===== config.mk =====
export PLATFORM = sky130hd
export DESIGN_NAME = dec_entry16
export DESIGN_NICKNAME = d
export VERILOG_FILES = /design/src/rtl/dec_entry_pkg.sv /design/src/rtl/mul10_add.sv /design/src/rtl/dec_entry16.sv
export SDC_FILE = /design/constraint.sdc
export NUM_CORES = 1
export LEC_CHECK = 0
export ABC_AREA = 0
export BUFFER_PORTS_ARGS = -buffer_cell sky130_fd_sc_hd__buf_2
export CAP_MARGIN = 30
export CORE_UTILIZATION = 59
export DETAILED_ROUTE_END_ITERATION = 16
export PLACE_DENSITY_LB_ADDON = 0.3
export SETUP_SLACK_MARGIN = 0.1
export SLEW_MARGIN = 10
export SYNTH_ARGS = -nofsm -noshare
export SYNTH_HDL_FRONTEND = slang
export SYNTH_SLANG_ARGS = --single-unit

===== constraint.sdc =====
create_clock -name CLK -period 4.7 [get_ports CLK]
set_input_delay 0 -clock CLK [delete_from_list [all_inputs] [get_ports CLK]]
set_output_delay 0 -clock CLK [all_outputs]
set_load 0.05 [all_outputs]

===== src/rtl/dec_entry_pkg.sv =====
// Shared types and constants for the decimal digit entry block.
package dec_entry_pkg;

  localparam int DIGIT_W = 4;
  localparam int NUM_W   = 16;
  localparam logic [NUM_W-1:0] NUM_MAX = 16'hFFFF;

  typedef enum logic [1:0] {
    ST_IDLE = 2'b00,
    ST_MUL  = 2'b01,
    ST_ADD  = 2'b10
  } state_t;

endpackage


===== src/rtl/mul10_add.sv =====
// Second half of acc*10 + digit: adds 2*acc and the digit to the precomputed 8*acc, saturating at NUM_MAX.
module mul10_add
  import dec_entry_pkg::*;
(
  input  logic [18:0]        t,
  input  logic [NUM_W-1:0]   acc,
  input  logic [DIGIT_W-1:0] digit,
  output logic [NUM_W-1:0]   sum,
  output logic               sat
);

  logic [19:0] s_s;

  // 20 bits holds the largest case, 8*65535 + 2*65535 + 9
  always_comb begin
    s_s = {1'b0, t} + {3'b000, acc, 1'b0} + {16'h0000, digit};
    sat = (s_s > {4'h0, NUM_MAX});
    if (sat) begin
      sum = NUM_MAX;
    end else begin
      sum = s_s[NUM_W-1:0];
    end
  end

endmodule


===== src/rtl/dec_entry16.sv =====
// Decimal-to-binary digit accumulator feeding the 16-bit display driver.
// Define DEC_ENTRY16_ECHO_EN to echo every completed digit (and CLEAR) onto NUM.
module dec_entry16
  import dec_entry_pkg::*;
#(
  parameter int MAXDIGITS = 5
) (
  input  logic               CLK,
  input  logic               RST_N,
  input  logic               DIG_VALID,
  input  logic [DIGIT_W-1:0] DIG,
  output logic               DIG_READY,
  input  logic               ENTER,
  input  logic               CLEAR,
  output logic [NUM_W-1:0]   NUM,
  output logic               NEWNUM,
  output logic [2:0]         N_DIGS,
  output logic               OVF,
  output logic               BADDIG
);

  localparam logic [2:0] MAXD_C = 3'(MAXDIGITS);

  state_t             state_r;
  logic [NUM_W-1:0]   acc_r;
  logic [18:0]        t_r;
  logic [DIGIT_W-1:0] dig_r;
  logic               pending_r;
  logic [NUM_W-1:0]   num_r;
  logic               newnum_r;
  logic [2:0]         n_digs_r;
  logic               ovf_r;
  logic               baddig_r;

  logic               ready_s;
  logic               accept_s;
  logic [NUM_W-1:0]   sum_s;
  logic               sat_s;

  // CLEAR and a queued commit both hold off new digits
  always_comb begin
    ready_s  = (state_r == ST_IDLE) && !CLEAR && !pending_r;
    accept_s = DIG_VALID && ready_s;
  end

  mul10_add u_mul10_add (
    .t     (t_r),
    .acc   (acc_r),
    .digit (dig_r),
    .sum   (sum_s),
    .sat   (sat_s)
  );

  // Entry FSM: handshake, iterative multiply-add, commit and status flags
  always_ff @(posedge CLK) begin
    if (!RST_N) begin
      state_r   <= ST_IDLE;
      acc_r     <= 16'h0000;
      t_r       <= 19'h00000;
      dig_r     <= 4'h0;
      pending_r <= 1'b0;
      num_r     <= 16'h0000;
      newnum_r  <= 1'b0;
      n_digs_r  <= 3'd0;
      ovf_r     <= 1'b0;
      baddig_r  <= 1'b0;
    end else begin
      newnum_r <= 1'b0;
      if (CLEAR) begin
        state_r   <= ST_IDLE;
        acc_r     <= 16'h0000;
        n_digs_r  <= 3'd0;
        ovf_r     <= 1'b0;
        baddig_r  <= 1'b0;
        pending_r <= 1'b0;
`ifdef DEC_ENTRY16_ECHO_EN
        num_r     <= 16'h0000;
        newnum_r  <= 1'b1;
`endif
      end else begin
        case (state_r)
          ST_IDLE: begin
            if (accept_s) begin
              // an ENTER alongside a digit waits until that digit is folded in
              pending_r <= ENTER;
              if (DIG > 4'd9) begin
                baddig_r <= 1'b1;
              end else if (n_digs_r == MAXD_C) begin
                ovf_r <= 1'b1;
              end else begin
                dig_r   <= DIG;
                state_r <= ST_MUL;
              end
            end else if (pending_r || ENTER) begin
              num_r     <= acc_r;
              newnum_r  <= 1'b1;
              acc_r     <= 16'h0000;
              n_digs_r  <= 3'd0;
              ovf_r     <= 1'b0;
              baddig_r  <= 1'b0;
              pending_r <= 1'b0;
            end
          end
          ST_MUL: begin
            t_r     <= {acc_r, 3'b000};
            state_r <= ST_ADD;
            if (ENTER) begin
              pending_r <= 1'b1;
            end
          end
          ST_ADD: begin
            acc_r   <= sum_s;
            ovf_r   <= ovf_r | sat_s;
            state_r <= ST_IDLE;
            if (n_digs_r < MAXD_C) begin
              n_digs_r <= n_digs_r + 3'd1;
            end
            if (ENTER) begin
              pending_r <= 1'b1;
            end
`ifdef DEC_ENTRY16_ECHO_EN
            num_r    <= sum_s;
            newnum_r <= 1'b1;
`endif
          end
          default: begin
            state_r <= ST_IDLE;
          end
        endcase
      end
    end
  end

  assign DIG_READY = ready_s;
  assign NUM       = num_r;
  assign NEWNUM    = newnum_r;
  assign N_DIGS    = n_digs_r;
  assign OVF       = ovf_r;
  assign BADDIG    = baddig_r;

endmodule


# Word-level counts from Yosys, hierarchy flattened
# Cells that the tools add are included.
[word_totals] latch_bits=0 rom_bits=0 ff_bits=61 ram_bits=0 output_inout_bits=23 n_memories=0 elab_cells=82 inputBits=9
[classes] n_lt_le_gt_ge=3 n_reduce_logical=22 mul=0 n_addsub=3 n_mux=23 n_eq_ne=14 shift=0 div=0 bitwise_logic=7
[ops] op="$mux W16" count=3
[ops] op="$pmux W16 S2" count=1
[ops] op="$add A19 B17 Y20" count=1
[ops] op="$add A20 B4 Y20" count=1
[ops] op="$gt A20 B16 Y1 const B" count=1
[ops] op="$reduce_and A3 Y1" count=4
[ops] op="$reduce_and A4 Y1" count=3
[ops] op="$ne A2 B2 Y1 const B" count=5
[ops] op="$mux W1" count=9
[ops] op="$mux W3" count=3
[ops] op="$mux W2" count=3
[ops] op="$ne A2 B1 Y1 const B" count=3
[ops] op="$ne A3 B2 Y1 const B" count=2
[ops] op="$not A1 Y1" count=6
[ops] op="$pmux W3 S2" count=1
[ops] op="$reduce_bool A2 Y1" count=3
[ops] op="$reduce_and A5 Y1" count=1
[ops] op="$gt A4 B4 Y1 const B" count=1
[ops] op="$pmux W1 S2" count=2
[ops] op="$pmux W2 S2" count=1
[ops] op="$reduce_or A2 Y1" count=2
[ops] op="$reduce_or A4 Y1" count=1
[ops] op="$add A3 B1 Y3 const B" count=1
[ops] op="$eq A3 B3 Y1 const B" count=1
[ops] op="other kinds (10)" count=13

# Logic depth before layout (Yosys ltp)
# Gate-level depths: netlist of run 1.
[logic_depth] depth_word=6 mapped_depth=12 mapped_depth_nobuf=11

# Modules after synthesis
# A second synthesis of run 1 with hierarchy kept.
[hier_totals] hier_cells=466 hier_area_um2=4098.9
[modules_own_cells] module="dec_entry16" cells_per_inst=284 area_each_um2=2603.7 n_inst=1 seq_area_each_um2=1221.2
[modules_own_cells] module="mul10_add" cells_per_inst=182 area_each_um2=1495.2 n_inst=1 seq_area_each_um2=0.0

# Least setup slack after synthesis of run 1
# Ideal clock, no wire load.
[synth_path] path_type="register to register" from="register state_r[0]" to="register num_r[10] (netlist: NUM[10])" period_less_slack_ps=3450 path_stages_with_launch=12 path_buffers=3 setup_ps=76 required_ps=4624 setup_slack_ps=1250 t_arrival_ps=3374 path_cell_list="dfxtp_1 > inv_1 > ha_1 > clkbuf_1 > nor3b_1 > nand2_1 > nand3b_1 > or2_2 > clkbuf_1 > buf_2 > nand2_1 > a21boi_0"
[synth_via] elab_chain_len=6
[synth_rtl] item="from (decl)" line="dec_entry16.sv:24" rtl="state_t state_r;"
[synth_rtl] item="from (signal assigned)" line="dec_entry16.sv:57" rtl="state_r <= ST_IDLE;"
[synth_rtl] item="from (signal assigned)" line="dec_entry16.sv:70" rtl="state_r <= ST_IDLE;"
[synth_rtl] item="from (signal assigned)" line="dec_entry16.sv:92" rtl="state_r <= ST_MUL;"
[synth_rtl] item="$logic_not A2 Y1" line="dec_entry16.sv:42" rtl="ready_s = (state_r == ST_IDLE) && !CLEAR && !pending_r;"
[synth_rtl] item="$logic_and A1 B1 Y1 (2 in series)" line="dec_entry16.sv:42"
[synth_rtl] item="via DIG_READY" line="dec_entry16.sv:12" rtl="output logic DIG_READY,"
[synth_rtl] item="$logic_and A1 B1 Y1" line="dec_entry16.sv:43" rtl="accept_s = DIG_VALID && ready_s;"
[synth_rtl] item="$not A1 Y1 (no source line)"
[synth_rtl] item="$reduce_and A4 Y1 (no source line)"
[synth_rtl] item="to (signal assigned)" line="dec_entry16.sv:95" rtl="num_r <= acc_r;"
[synth_rtl] item="to (decl)" line="dec_entry16.sv:29" rtl="logic [NUM_W-1:0] num_r;"
# The timed path passes the listed nets, and every way through them passes these cells.
# A chain may end at the register's enable or synchronous reset.

# Worst setup path after layout of run 1
[layout_path] from="register acc_r[2]" to="register acc_r[3]"
[layout_via] elab_chain_len=5
[layout_rtl] item="from (decl)" line="dec_entry16.sv:25" rtl="logic [NUM_W-1:0] acc_r;"
[layout_rtl] item="from (signal assigned)" line="dec_entry16.sv:112" rtl="acc_r <= sum_s;"
[layout_rtl] item="$add A19 B17 Y20 *" line="mul10_add.sv:16" rtl="s_s = {1'b0, t} + {3'b000, acc, 1'b0} + {16'h0000, digit};"
[layout_rtl] item="$add A20 B4 Y20 *" line="mul10_add.sv:16"
[layout_rtl] item="$gt A20 B16 Y1" line="mul10_add.sv:17" rtl="sat = (s_s > {4'h0, NUM_MAX});"
[layout_rtl] item="$mux W16 *" line="mul10_add.sv:18" rtl="if (sat) begin"
[layout_rtl] item="$pmux W16 S2 *" line="dec_entry16.sv:81" rtl="case (state_r)"
# Every way passes the cells marked *; elsewhere a longest branch is shown, timed or not.

==> impl_metrics.ini, run 1 <==
[route]
viasPerCell = 5.80
ant_nets = 0
dr.pass1.iters = 6
dr_total_vias = 2885
post-route-drc-count = 0
drt-initial-drc-count = 146
post_drt_wl_per_cell_microns = 15.1
routed_wl_microns = 7510

[setup_path]
cpPeakStageDelay_ns = 0.54
cp_common_cell = fa_1
ff2ff_setup_slack_ns = 1.15
cp_cell_sequence = fa_1 > fa_1 > a21oi_2 > o221ai_2 > or3_1 > a211oi_1 > o21ai_1 > xor2_1 > o41a_4 > a311o_1
critPathLaunch = acc_r[2]$_SDFFE_PP0P_
path_class = flop to flop
cp_slowest_cell = fa_1
crit_fanout = 16
start_kind = flop
cp_num_cells = 10
reg2reg_depth = 10
critPathCapture = acc_r[3]$_SDFFE_PP0P_
reg2reg_to = acc_r[3]$_SDFFE_PP0P_
cp.arrival_ns = 3.79
cp_num_buf_inv = 0
r2r_start = acc_r[2]$_SDFFE_PP0P_
endpoint_kind = flop
path_delay_family = compound AO/OA/AOI/OAI gates
cp.required_ns = 4.94

[floorplanning]
ios = 32
rows = 27
core_sq_um = 5510
die_y_microns = 77.7
die_x_microns = 77.7
dieArea_sq_um = 6030
start_util = 0.614

[layout]
antennaDiodeCount = 0
drive_gt1_frac = 0.132
fin_nets = 469
post-route-util = 0.684
nFillCells = 443
syn_to_final_growth_pct = 11.5
regArea_sq_um = 1220
multiInputGateArea_sq_um = 2040

[status]
status = finished, final reports clean

[timing]
period_needed_ns = 3.55
finalHoldViolations = 0
worst_hold_slack_ns = 0.0610
timing.fmax_ghz = 0.282
rsz0062_at_grt = no
tns_ns = 0
slew_headroom = 0.415
worst_slew_pin_slew_ns = 0.877
clock_skew_ns = 0.00848
setup_violations = 0
slew_violations = 0
fin_crit_sh = 0.755

[synthesis]
synth.avg_cell_area_sq_um = 8.67
yosys_register_bits = 61
synthTopCellsByArea = dfxtp_1 36%, ha_1 14%, nand2_1 8.8%, a21boi_0 7.3%, a221o_1 3.3%
synth_top_family_by_area = compound AO/OA/AOI/OAI gates
ys.flop_type = dfxtp_1
synthAdderAreaFrac = 0.153
synth_edf_count = 0
ys_top_cells_by_count = 79 x nand2_1, 61 x dfxtp_1, 38 x ha_1
yosys.area_share.simple = 0.179
async_flop_share = 0
muxShareOfSynthArea = 0.0118
synth_area_sq_um = 3380
yosysUniqueCellTypes = 45
yosysTopAreaCell = dfxtp_1
synth_most_common_cell = nand2_1
syn_inst = 390
synth_warnings = 0
synth_xor_area_frac = 0.0363
synth_compound_area_frac = 0.224
synth_top_area_share = 0.361
ys_seq_area_frac = 0.361
synth_nets = 439

[clock_network]
clock_sinks = 61
cts_tree = yes
path_clk_slew_ns = 0.07
postCtsSetupRepairBufs = 0
numCtsBuffers = 9
clockBufferDepth = 2
cts_root_buf = clkbuf_8
h-tree-depth = 3
clk_latency_ns = 0.35

[power_and_ir_drop]
vdd_drop_max_mv = 0.135
leakagePower_nw = 1.66
power.total_uw = 984
power.density_nw_per_um2 = 261

[grt]
gr-total-overflow = 0
grt_start_max_net_pins = 39
antenna_found_initial = 0
grt_usage = 0.271
grt_pass1_wl_microns = 12700
grt_pass1_vias = 2730

[placement]
hpwl_microns = 5320
port-buffer-count = 31
place_congestion = 0.813

[hold_path]
hold_class = input port to flop

[flow_run]
drv_cap = 0
==> layer usage <==
layer  GRT usage  up-vias  routed length (microns)
met5           0        -                        0
met2       0.426       95                     3530
li1            -     1423                        -
met1       0.354     1350                     3380
met3      0.0706       17                      455
met4       0.109        0                      144
==> worst min path at each step <==
stage | start | end | cells past startpoint
3_5_place_dp | DIG[1] | dig_r[1]$_SDFFE_PN0P_ | 3
6_report | ENTER | pending_r$_SDFFE_PP0P_ | 4
3_3_place_gp | DIG[0] | dig_r[0]$_SDFFE_PN0P_ | 3
5_1_grt | ENTER | pending_r$_SDFFE_PP0P_ | 4
4_1_cts | ENTER | pending_r$_SDFFE_PP0P_ | 4
2_1_floorplan | DIG[0] | dig_r[0]$_SDFFE_PN0P_ | 2
==> flip-flops by register name (all words and copies together), names as in the netlist <==
name / cells
dig_r: 4
pending_r: 1
OVF: 1
NUM: 16
BADDIG: 1
state_r: 2
NEWNUM: 1
N_DIGS: 3
t_r: 16
acc_r: 16
==> report_power, final <==
| group | internal (mW) | switching (mW) | leakage (nW) |
|---|---|---|---|
| sequential | 0.519 | 0.00181 | 0.492 |
| combinational | 0.0192 | 0.0390 | 1.09 |
| clock | 0.187 | 0.218 | 0.0808 |
| total | 0.725 | 0.259 | 1.66 |
==> area by class of cell <==
cell class	instances	share of cell area
clock inverters	7	0.0113
repair buffers	37	0.0568
clock buffers	9	0.0329
well taps	72	0.0239
flip-flops and latches	61	0.324
multi-input cells	302	0.542
inverters	9	0.00897
==> through the flow <==
step | worst slack (ns) | cell area (sq um) | cells
6_report | 1.15 | 3770 | 497
5_1_grt | 1.02 | 3770 | 497
4_1_cts | 1.18 | 3770 | 497
3_5_place_dp | 1.20 | 3560 | 477
3_3_place_gp | 1.26 | 3550 | 476
2_1_floorplan | 1.25 | 3380 | 390
==> tightest hold or removal path: stages <==
cell	delay (ns)
buf_2	0.10
nor2b_1	0.12
o21ai_0	0.07
a21oi_1	0.06
==> layout by cell type, fill, tap and decap left out, types with 2 or more instances in the layout <==
| cell | netlist | final |
|---|---|---|
| or2_2 | 2 | 2 |
| a21o_1 | 3 | 3 |
| clkinvlp_4 | 0 | 3 |
| nor2_1 | 27 | 27 |
| ha_1 | 38 | 38 |
| a221o_1 | 11 | 11 |
| clkinv_2 | 0 | 4 |
| o21bai_1 | 2 | 2 |
| a21oi_1 | 21 | 21 |
| a31oi_1 | 3 | 3 |
| mux2i_1 | 4 | 4 |
| a211oi_1 | 2 | 2 |
| buf_2 | 2 | 31 |
| xnor2_1 | 7 | 7 |
| nor2b_1 | 9 | 9 |
| a311o_1 | 5 | 5 |
| a21boi_0 | 33 | 33 |
| clkbuf_8 | 0 | 9 |
| dfxtp_1 | 61 | 61 |
| nand2_1 | 79 | 79 |
| inv_1 | 9 | 9 |
| dlygate4sd3_1 | 0 | 4 |
| nor3_1 | 4 | 4 |
| xor2_1 | 7 | 7 |
| nand3_1 | 13 | 13 |
| fa_1 | 2 | 2 |
| nand2b_1 | 2 | 2 |
| o21ai_0 | 10 | 10 |
==> logic make-up (layout without fill, tap and decap cells) <==
group | count (synthesis) | count (layout)
simple gates | 142 | 142
compound gates | 102 | 102
flops | 61 | 61
fa+ha+maj | 40 | 40
buf+inv | 27 | 62
xor+xnor | 14 | 14
mux | 4 | 4
==> repair_timing <==
| item | CTS | global route |
|---|---|---|
| hold buffers | 4 | 0 |
| hold endpoints to repair | 4 | 0 |
| resized for setup | 0 | 0 |
(Power assumes the default switching activity.)
==> run 2: changes to the inputs <==
==> constraint.sdc (replaced) <==
create_clock -name CLK -period 3.3 [get_ports CLK]
set_input_delay 0 -clock CLK [delete_from_list [all_inputs] [get_ports CLK]]
set_output_delay 0 -clock CLK [all_outputs]
set_load 0.05 [all_outputs]
==> impl_metrics.ini, run 2 (same netlist as run 1, synthesis figures left out) <==
[layout]
syn_to_final_growth_pct = 17.5
drive_gt1_frac = 0.181
fin_nets = 480
final_common_cell = nand2_1
antennaDiodeCount = 0
mostFrequentLayoutCells = 79 x nand2_1, 58 x dfxtp_1, 37 x ha_1, 33 x a21boi_0, 31 x buf_2

[route]
routed_wl_microns = 8530
drt-initial-drc-count = 237
post_drt_wl_per_cell_microns = 16.8
post-route-drc-count = 0
dr_total_vias = 3073
viasPerCell = 6.05
dr.pass1.iters = 6
ant_nets = 0

[status]
status = finished, final reports clean

[timing]
fin_crit_sh = 0.983
rsz0062_at_grt = yes
finalHoldViolations = 0
worst_slew_pin_slew_ns = 0.954
timing.fmax_ghz = 0.308
period_needed_ns = 3.24
clock_skew_ns = 0.00710
slew_violations = 0
tns_ns = 0
slew_headroom = 0.361
setup_violations = 0

[setup_path]
cp_common_cell = fa_2
path_class = flop to flop
cp_slowest_cell = fa_2
start_kind = flop
cp.arrival_ns = 3.48
endpoint_kind = flop
cp_cell_sequence = fa_2 > fa_2 > a21oi_4 > o221ai_2 > or3_4 > a211oi_4 > o21ai_2 > xor2_2 > o41a_4 > a311o_1
cp.required_ns = 3.53
cpPeakStageDelay_ns = 0.50
crit_fanout = 8

[power_and_ir_drop]
leakagePower_nw = 1.76
vdd_drop_max_mv = 0.250
power.total_mw = 1.55
power.density_nw_per_um2 = 392

[placement]
hpwl_microns = 5510
place_congestion = 0.878
port-buffer-count = 31

[clock_network]
numCtsBuffers = 9
clk_latency_ns = 0.34
clock_sinks = 61
cts_tree = yes
clockBufferDepth = 2
path_clk_slew_ns = 0.07
h-tree-depth = 3
cts_root_buf = clkbuf_8

[hold_path]
hold_class = input port to flop

[floorplanning]
start_util = 0.614
dieArea_sq_um = 6030
ios = 32
rows = 27
die_x_microns = 77.7
die_y_microns = 77.7
core_sq_um = 5510

[flow_run]
drv_cap = 0

[grt]
grt_pass1_wl_microns = 13700
antenna_found_initial = 0
grt_start_max_net_pins = 39
gr-total-overflow = 0
grt_pass1_vias = 2858
grt_usage = 0.294
[run 2: cell types whose count changed in the layout (fill, tap and decap cells not counted), sizes merged]
cell	previous run	this run
buf	33	43
bufinv	0	2
clkbuf	9	11
clkinv	4	3
clkinvlp	3	0
o41a	1	2
[run 2: per-layer routing]
layer | vias to the layer above | wire length [microns] | GRT usage
li1 | 1455 | - | -
met1 | 1453 | 3670 | 0.367
met2 | 135 | 4040 | 0.483
met3 | 30 | 559 | 0.0494
met4 | 0 | 263 | 0.153
met5 | - | 0 | 0
[run 2: path summary, 6_finish.rpt]
kind,start,to,cells after the start,slack (ns)
setup / recovery,t_r[3]$_SDFFE_PN0P_,acc_r[1]$_SDFFE_PP0P_,10,0.06
hold / removal,ENTER,pending_r$_SDFFE_PP0P_,4,0.04
setup reg to reg,t_r[3]$_SDFFE_PN0P_,acc_r[1]$_SDFFE_PP0P_,10,0.06
hold reg to reg,NUM[13]$_SDFFE_PN0P_,NUM[13]$_SDFFE_PN0P_,2,0.46
[run 2: stage by stage]
stage,cell area (sq um),utilization,instances,hold WS (ns),worst slack [ns]
finish,3970,0.721,508,0.0373,0.0563
global route,3970,0.721,508,0.0688,-0.0361
CTS,3900,0.708,506,0.0392,-0.0463
detailed placement,3610,0.656,483,0.266,-0.0164
global placement,3610,0.656,483,0.259,0.0465
floorplan,3390,-,390,0.108,0.108
[run 2: what timing repair did]
action | 4_1_cts | 5_1_grt
setup buffers | 2 | 2
gates resized for setup | 4 | 11
pin swaps | 4 | 7
cloned | 1 | 0
endpoints found under the setup margin | 17 | 17
hold endpoints to repair | 4 | 0
hold buffers | 4 | 0
[run 2: report_power, final]
| part | total [mW] | internal, mW | switching (mW) | leakage, nW |
|---|---|---|---|---|
| sequential | 0.742 | 0.739 | 0.00283 | 0.494 |
| combinational | 0.0863 | 0.0281 | 0.0582 | 1.16 |
| clock | 0.726 | 0.422 | 0.304 | 0.107 |
| total | 1.55 | 1.19 | 0.365 | 1.76 |
[run 2: worst max-delay path: cells and delay by family (launching register included)]
kind                       cells  cell delay [ns]
and+or+nand+nor                1             0.36
DFF                            1             0.33
adders and majority gates      2             0.93
AOI/OAI and AO/OA              6             1.32
xor gates and xnor gates       1             0.18
[run 2: layout make-up]
| type | instances | area [sq um] |
|---|---|---|
| Multi-Input combinational cell | 303 | 2130 |
| Fill cell | 403 | 1540 |
| Sequential cell | 61 | 1230 |
| Timing Repair Buffer | 47 | 285 |
| Clock buffer | 11 | 131 |
| Tap cell | 72 | 90.1 |
| Clock inverter | 5 | 75.1 |
| Inverter | 9 | 33.8 |
